**src/rtl/pipeline_ctrl.sv**
```systemverilog
`default_nettype none
// ============================================================================
// Module   : pipeline_ctrl
// Purpose  : Hazard control for a 5-stage pipeline: load-use stall, branch
//            mispredict flush/redirect, bounded data-memory freeze with a
//            sticky timeout flag, and stall/flush performance counters.
// Revision : 1.0 - initial release
// ============================================================================
module pipeline_ctrl #(
    parameter int TIMEOUT = 16
) (
    input  logic        clk,
    input  logic        rst,
    input  logic [4:0]  id_rs1,
    input  logic [4:0]  id_rs2,
    input  logic        id_uses_rs1,
    input  logic        id_uses_rs2,
    input  logic [4:0]  ex_rd,
    input  logic        ex_mem_read,
    input  logic        mem_access,
    input  logic        dmem_ready,
    input  logic        mem_mispredict,
    input  logic [31:0] mem_redirect_pc,
    input  logic        cnt_clr,
    output logic        pc_stall,
    output logic        if_id_stall,
    output logic        pipe_freeze,
    output logic        if_id_flush,
    output logic        id_ex_flush,
    output logic        ex_mem_flush,
    output logic        pc_redirect,
    output logic [31:0] redirect_pc,
    output logic        bus_err,
    output logic [31:0] stall_cycles,
    output logic [31:0] flush_count
);

    localparam logic [7:0] c_TIMEOUT = TIMEOUT[7:0];

    localparam logic [0:0] S_RUN  = 1'b0;
    localparam logic [0:0] S_WAIT = 1'b1;

    logic [0:0]  r_state;
    logic [0:0]  w_state_nxt;
    logic [7:0]  r_wait_cnt;
    logic [7:0]  w_wait_cnt_nxt;
    logic        r_bus_err;
    logic [31:0] r_stall_cycles;
    logic [31:0] r_flush_count;

    logic        w_load_use;
    logic        w_timeout;
    logic        w_freeze;
    logic        w_bus_err_set;

    assign w_load_use = ex_mem_read && (ex_rd != 5'd0) &&
                        ((id_uses_rs1 && (id_rs1 == ex_rd)) ||
                         (id_uses_rs2 && (id_rs2 == ex_rd)));

    // Once the access has been frozen TIMEOUT cycles the pipeline is let go.
    assign w_timeout     = (r_state == S_WAIT) && (r_wait_cnt == c_TIMEOUT);
    assign w_freeze      = mem_access && !dmem_ready && !w_timeout;
    assign w_bus_err_set = (r_state == S_WAIT) && !w_freeze &&
                           (r_wait_cnt == c_TIMEOUT) && !dmem_ready;

    always_comb begin
        w_state_nxt    = r_state;
        w_wait_cnt_nxt = r_wait_cnt;
        pc_stall       = 1'b0;
        if_id_stall    = 1'b0;
        if_id_flush    = 1'b0;
        id_ex_flush    = 1'b0;
        ex_mem_flush   = 1'b0;
        pc_redirect    = 1'b0;

        case (r_state)
            S_RUN: begin
                if (w_freeze) begin
                    w_state_nxt    = S_WAIT;
                    w_wait_cnt_nxt = 8'd1;
                end
            end
            S_WAIT: begin
                if (w_freeze) begin
                    w_wait_cnt_nxt = r_wait_cnt + 8'd1;
                end else begin
                    w_state_nxt    = S_RUN;
                    w_wait_cnt_nxt = 8'd0;
                end
            end
            default: begin
                w_state_nxt    = S_RUN;
                w_wait_cnt_nxt = 8'd0;
            end
        endcase

        // Freeze outranks mispredict, which outranks load-use.
        if (w_freeze) begin
            pc_stall    = 1'b1;
            if_id_stall = 1'b1;
        end else if (mem_mispredict) begin
            if_id_flush  = 1'b1;
            id_ex_flush  = 1'b1;
            ex_mem_flush = 1'b1;
            pc_redirect  = 1'b1;
        end else if (w_load_use) begin
            pc_stall    = 1'b1;
            if_id_stall = 1'b1;
            id_ex_flush = 1'b1;
        end
    end

    always_ff @(posedge clk or posedge rst) begin
        if (rst) begin
            r_state    <= S_RUN;
            r_wait_cnt <= 8'd0;
            r_bus_err  <= 1'b0;
        end else begin
            r_state    <= w_state_nxt;
            r_wait_cnt <= w_wait_cnt_nxt;
            if (w_bus_err_set) begin
                r_bus_err <= 1'b1;
            end
        end
    end

    always_ff @(posedge clk or posedge rst) begin
        if (rst) begin
            r_stall_cycles <= 32'd0;
            r_flush_count  <= 32'd0;
        end else if (cnt_clr) begin
            r_stall_cycles <= 32'd0;
            r_flush_count  <= 32'd0;
        end else begin
            if (pc_stall) begin
                r_stall_cycles <= r_stall_cycles + 32'd1;
            end
            if (pc_redirect) begin
                r_flush_count <= r_flush_count + 32'd1;
            end
        end
    end

    assign pipe_freeze  = w_freeze;
    assign redirect_pc  = mem_redirect_pc;
    assign bus_err      = r_bus_err;
    assign stall_cycles = r_stall_cycles;
    assign flush_count  = r_flush_count;

endmodule
`default_nettype wire

```
**config.mk**
```make
export PLATFORM = sky130hd
export DESIGN_NAME = pipeline_ctrl
export DESIGN_NICKNAME = d
export VERILOG_FILES = /design/src/rtl/pipeline_ctrl.sv
export SDC_FILE = /design/constraint.sdc
export NUM_CORES = 1
export LEC_CHECK = 0
export CORE_MARGIN = 3
export CORE_UTILIZATION = 58
export CTS_CLUSTER_SIZE = 20
export DETAILED_ROUTE_END_ITERATION = 12
export DONT_BUFFER_PORTS = 1
export PLACE_DENSITY = 0.87
export SYNTH_ARGS = -nofsm -noshare
export SYNTH_HDL_FRONTEND = slang
export SYNTH_SLANG_ARGS = --single-unit
```
**constraint.sdc**
```tcl
create_clock -name clk -period 2.2 [get_ports clk]
set_clock_uncertainty 0.1 [all_clocks]
set_input_delay 0.33 -clock clk [delete_from_list [all_inputs] [get_ports clk]]
set_output_delay 0.33 -clock clk [all_outputs]
set_load 0.1 [all_outputs]
```
==> results of run 1 <==
==> registers in the layout, indices dropped and copies added (netlist names) <==
signal        flops
bus_err           1
flush_count      32
r_state           1
r_wait_cnt        8
stall_cycles     32
==> kinds of logic after synthesis <==
logic type	after synthesis	synth area share, %
multiplexers	2	0.474
AND/OR/NAND/NOR	196	24.9
flip-flops	74	43.8
XOR/XNOR	39	8.08
AO/OA/AOI/OAI	88	11.7
adder cells (fa/ha/maj)	4	1.18
buffers and inverters	68	9.91
==> placed cells by master (no fill, tap or decap), types with 4 or more instances in the layout <==
master / netlist / routed
xnor2_1: 16 / 16
nand4_1: 11 / 11
clkbuf_8: 0 / 11
buf_6: 3 / 17
or4_4: 0 / 8
buf_12: 0 / 7
nor3_4: 0 / 8
nand2_2: 0 / 6
dfrtp_2: 0 / 44
a21oi_2: 0 / 22
buf_4: 37 / 96
a21oi_1: 37 / 15
clkinvlp_4: 0 / 5
dfrtp_1: 74 / 30
and3_1: 9 / 8
nand3_2: 0 / 4
xor2_1: 23 / 22
o31ai_1: 10 / 8
inv_1: 12 / 6
nand3_1: 30 / 25
nor2_1: 44 / 40
o21ai_1: 0 / 10
o21ai_0: 33 / 21
or3_4: 0 / 11
nand2_1: 33 / 25
or3_1: 23 / 13
==> routing by layer <==
metal	up-vias	wire length (µm)	track usage [%]
met5	-	0	0
met4	0	501	13.6
met3	58	982	6.71
met2	227	6920	49.2
met1	2041	4730	32.1
li1	1791	-	-
==> repair_timing <==
action | CTS | global route
pin swaps | 32 | 60
setup buffers | 13 | 16
gates resized for setup | 33 | 91
hold endpoints to repair | 78 | 0
hold buffers | 3 | 0
endpoints found under the setup margin | 12 | 65
gates cloned | 2 | 2
==> power by group <==
part           internal, mW  switching [mW]  leakage, nW  total (mW)
logic                 0.152           0.265         1.50       0.417
registers              1.37          0.0134        0.953        1.38
clock network         0.817           0.518        0.123        1.33
==> worst max path at each step <==
stage	to	start	slack, ns
after detailed placement	stall_cycles[25]	ex_rd[3]	-0.20
after CTS	if_id_flush	r_wait_cnt[0]	-0.20
after global placement	stall_cycles[10]	ex_rd[3]	-0.09
after global routing	ex_mem_flush	r_wait_cnt[0]	-0.35
final	if_id_flush	r_wait_cnt[0]	-0.26
after floorplan	pc_stall	r_wait_cnt[0]	-0.45
==> cell type report <==
type,count,area (µm²)
multi-input cells,329,2430
flip-flops and latches,74,1910
repair buffers,128,1200
fillers,321,971
clock buffers,12,155
well taps,96,120
clock inverters,4,97.6
inverters,12,60.1
==> per-stage QoR <==
stage | power, mW | utilization, %
after floorplan | 1.93 | -
after global placement | 1.69 | 71.4
after detailed placement | 1.70 | 71.4
after CTS | 3.09 | 79.8
after global routing | 3.22 | 86.0
final | 3.14 | 86.0
==> impl_metrics.tcl, run 1 <==
set metrics [dict create \
    coreArea_um2 6940 \
    worstPathMaxFanout 3 \
    yosysWarnings 0 \
    place_area_um2 4960 \
    path_depth 8 \
    yosysMostFrequentCell "dfrtp_1" \
    worst-path-buf-inv 4 \
    cts_made_buffers 9 \
    grt_max_degree 64 \
    max_stage_delay_ns 0.41 \
    async_reset_ff_share_pct 100 \
    r2r_slack_ns -0.21 \
    insertion_delay_ns 0.35 \
    holdCritPathClass "in -> reg" \
    syn_inst 471 \
    cts.sinks 74 \
    dp_cells 606 \
    power_leakage_nw 2.57 \
    antenna_left 0 \
    fin_ws_ns -0.260 \
    drv_cap 0 \
    detail_route.wirelength_um 13100 \
    drtIter0Drc 311 \
    fin_crit_ns 2.46 \
    drc 0 \
    max_slew_margin_pct 75.0 \
    ys_top_cells_by_count "dfrtp_1 (74), nor2_1 (44), a21oi_1 (37), buf_4 (37)" \
    synth_area_leaders "dfrtp_1 (44%), buf_4 (6.6%), xor2_1 (4.8%)" \
    cp-start-kind "flop" \
    dieHeight_um 91.4 \
    ios 160 \
    violations "negative setup slack" \
    num-nets-final 614 \
    overflow 0 \
    syn_nets 531 \
    avgRoutedWirePerCell_um 20.0 \
    dp_hpwl_um 7720 \
    whs_ns 0.0527 \
    rsz0062_at_grt "true" \
    cpMaxStageDelayCell "dfrtp_1" \
    fin_cells 655 \
    setup_violations 42 \
    cts_buffer_depth 2 \
    die_area_um2 8350 \
    setup.worst_path.class "reg -> out" \
    irDropWorstVdd_v 0.000528 \
    cts_root_buf "clkbuf_8" \
    arrival_ns 2.03 \
    yosysUniqueCellTypes 45 \
    clkTransAtPathRegs_ns 0.07 \
    yosysTopAreaCell "dfrtp_1" \
    worstPathRequired_ns 1.77 \
    drv_slew 0 \
    cellPowerDensity_nw_per_um2 525 \
    design_area_um2 5970 \
    portBuffers 0 \
    row_count 30 \
    synth-edff-count 0 \
    synth_top_area_share_pct 43.8 \
    grt_antenna_before_repair 0 \
    synth_flop_cell "dfrtp_1" \
    fin_setup_tns_ns -4.57 \
    drive_above_1_share_pct 50.6 \
    vias 4117 \
    via_per_inst 6.29 \
    timing.final.hold_violations 0 \
    grt_use_total_pct 28.1 \
    r2r_end "flush_count[28]" \
    htreeDepth 3 \
    r2r-start "r_wait_cnt[0]" \
    synth_seq_cells 74 \
    status "finished, violations left" \
    rr_worst_depth 11 \
    hold_end "stall_cycles[15]" \
    fin_crit_sh_pct 112 \
    area_growth_pct 41.3 \
    hold_depth 1 \
    place_congestion 0.887 \
    antenna_cells 0 \
    end_kind "primary output" \
    min_from "cnt_clr" \
    grt_pass1_wl_um 19100 \
    cts_tree "yes" \
    syn_avg_cell_area_um2 8.98 \
    first_pass_iters 5 \
    syn_area_um2 4230 \
    fmax_ghz 0.407 \
    post-place-ws_ns -0.198 \
    yosysSeqAreaShare_pct 43.8 \
    tightest_slew_ns 0.374 \
    grt_pass1_vias 3995 \
    crit_family "buffers and inverters" \
    crit_chain "inv_2 -> ha_4 -> and4b_1 -> a21o_1 -> buf_6 -> nand2_4 -> clkinvlp_4 -> buf_16" \
    start_util_pct 60.9 \
    die_w_um 91.4 \
]
Note: power is estimated with default switching activity, not from simulation.
==> inputs of run 2 (changes only) <==
PLACE_DENSITY = 0.84   (was 0.87)
==> run 2 against run 1 <==
Fmax grew 2.0%. Critical endpoint is now flush_count[26]. Combinational power shrank 7.4%. Final cell count rose by 0.46%. Clock power shrank 24%. Utilization shrank 4.8 points. Highest routed layer unchanged. Register-to-register slack is essentially flat. First-iteration DRC count shrank 10%. The flow still finishes with violations (negative setup slack). Design area decreased by 5.6%. Critical path depth increased by 3.
==> impl_metrics.tcl, run 2 (same netlist as run 1, synthesis figures left out) <==
set metrics [dict create \
    crit_chain "inv_2 -> ha_4 -> and4b_1 -> a21o_1 -> buf_6 -> buf_4 -> nand4_1 -> buf_6 -> nor3_4 -> xnor2_1 -> nor2_1" \
    cp-startpoint "r_wait_cnt[0]" \
    final_cell_mix "buf_4 (116), dfrtp_2 (44), nor2_1 (41), a21oi_1 (30), dfrtp_1 (30)" \
    cts_root_buf "clkbuf_8" \
    end_kind "flop" \
    antenna_left 0 \
    rr_worst_depth 11 \
    arrival_ns 2.54 \
    max_stage_delay_ns 0.40 \
    crit_family "simple AND/OR/NAND/NOR gates" \
    fin_crit_ns 2.41 \
    start_util_pct 60.9 \
    fill_cells 422 \
    grt_max_degree 75 \
    holdCritPathClass "in -> reg" \
    path_depth 11 \
    row_count 30 \
    cts.sinks 74 \
    setup_violations 36 \
    tightest_slew_ns 0.550 \
    area_growth_pct 33.4 \
    final_common_cell "buf_4" \
    num-nets-final 617 \
    ios 160 \
    cp-endpoint "flush_count[26]" \
    irDropWorstVdd_v 0.000322 \
    worstPathMaxFanout 6 \
    timing.final.hold_violations 0 \
    overflow 0 \
    fmax_ghz 0.415 \
    detail_route.wirelength_um 12500 \
    insertion_delay_ns 0.34 \
    cts_made_buffers 9 \
    cts_tree "yes" \
    cpMaxStageDelayCell "dfrtp_1" \
    setup.worst_path.class "reg -> reg" \
    rsz0062_at_grt "true" \
    clkTransAtPathRegs_ns 0.07 \
    status "finished, violations left" \
    post-place-ws_ns -0.165 \
    die_w_um 91.4 \
    dp_hpwl_um 7560 \
    first_pass_iters 5 \
    die_area_um2 8350 \
    r2r_end "flush_count[26]" \
    grt_use_total_pct 28.9 \
    avgRoutedWirePerCell_um 19.0 \
    worstPathRequired_ns 2.32 \
    power_leakage_nw 2.48 \
    max_slew_margin_pct 63.4 \
    grt_pass1_vias 4042 \
    drv_cap 0 \
    drtIter0Drc 280 \
    portBuffers 0 \
    dieHeight_um 91.4 \
    drc 0 \
    fin_crit_sh_pct 110 \
    antenna_cells 0 \
    cp_common_cell "buf_6" \
    whs_ns 0.0458 \
    drv_slew 0 \
    r2r-start "r_wait_cnt[0]" \
    place_congestion 0.840 \
    cellPowerDensity_nw_per_um2 492 \
    drive_above_1_share_pct 43.2 \
    grt_pass1_wl_um 19700 \
    grt_antenna_before_repair 0 \
    coreArea_um2 6940 \
    violations "negative setup slack" \
    fin_ws_ns -0.211 \
    cp-start-kind "flop" \
    htreeDepth 3 \
    cts_buffer_depth 2 \
    worst-path-buf-inv 4 \
    r2r_slack_ns -0.21 \
    power_mw 2.77 \
    via_per_inst 6.13 \
    vias 4036 \
]
[run 2: cell types whose count changed in the layout (fill, tap and decap cells not counted), sizes merged]
cell / before / now
bufinv: 3 / 0
clkbuf: 12 / 14
clkinv: 0 / 2
buf: 126 / 127
clkinvlp: 5 / 4
o31a: 1 / 2
or3b: 1 / 2
[run 2: through the flow]
step	utilization [%]	TNS, ns	instances	instance area [µm²]
final	81.2	-3.27	658	5640
after detailed placement	71.6	-2.98	609	4970
after CTS	78.5	-2.56	649	5450
after floorplan	-	-4.38	471	4480
after global routing	81.2	-6.78	658	5640
after global placement	71.6	-1.02	609	4970
[run 2: repair_timing]
action                     CTS  global route
setup endpoints to repair   17            64
pin swaps                    8            13
buffers inserted            20            10
cloned                       2             1
gates resized for setup     22            29
hold endpoints to repair   138             0
hold buffers                 3             0
[run 2: report_power, final]
part	internal (mW)	switching [mW]
Sequential	1.37	0.0108
Clock	0.501	0.505
Combinational	0.129	0.256
Total	2.00	0.772
[run 2: worst min-delay path by stage]
stage | from | endpoint | slack [ns] | depth (start not counted)
2_1_floorplan | dmem_ready | bus_err | 0.33 | 1
3_5_place_dp | rst | r_state | 0.25 | 2
6_report | cnt_clr | stall_cycles[15] | 0.05 | 1
4_1_cts | cnt_clr | stall_cycles[15] | 0.03 | 1
5_1_grt | cnt_clr | stall_cycles[15] | 0.03 | 1
3_3_place_gp | rst | stall_cycles[31] | 0.24 | 2
[run 2: final cells by class]
cell class	count	area, µm²	share of cell area (%)
Sequential cell	74	1910	33.8
Clock buffer	14	173	3.06
Tap cell	96	120	2.13
Clock inverter	2	10.0	0.178
Timing Repair Buffer	129	1080	19.2
Multi-Input combinational cell	331	2290	40.6
Inverter	12	60.1	1.07
[run 2: layer usage]
layer | wire length [µm] | GRT usage (%)
met2 | 6520 | 47.9
met4 | 356 | 13.4
met1 | 4670 | 34.6
met5 | 0 | 0
met3 | 964 | 8.20
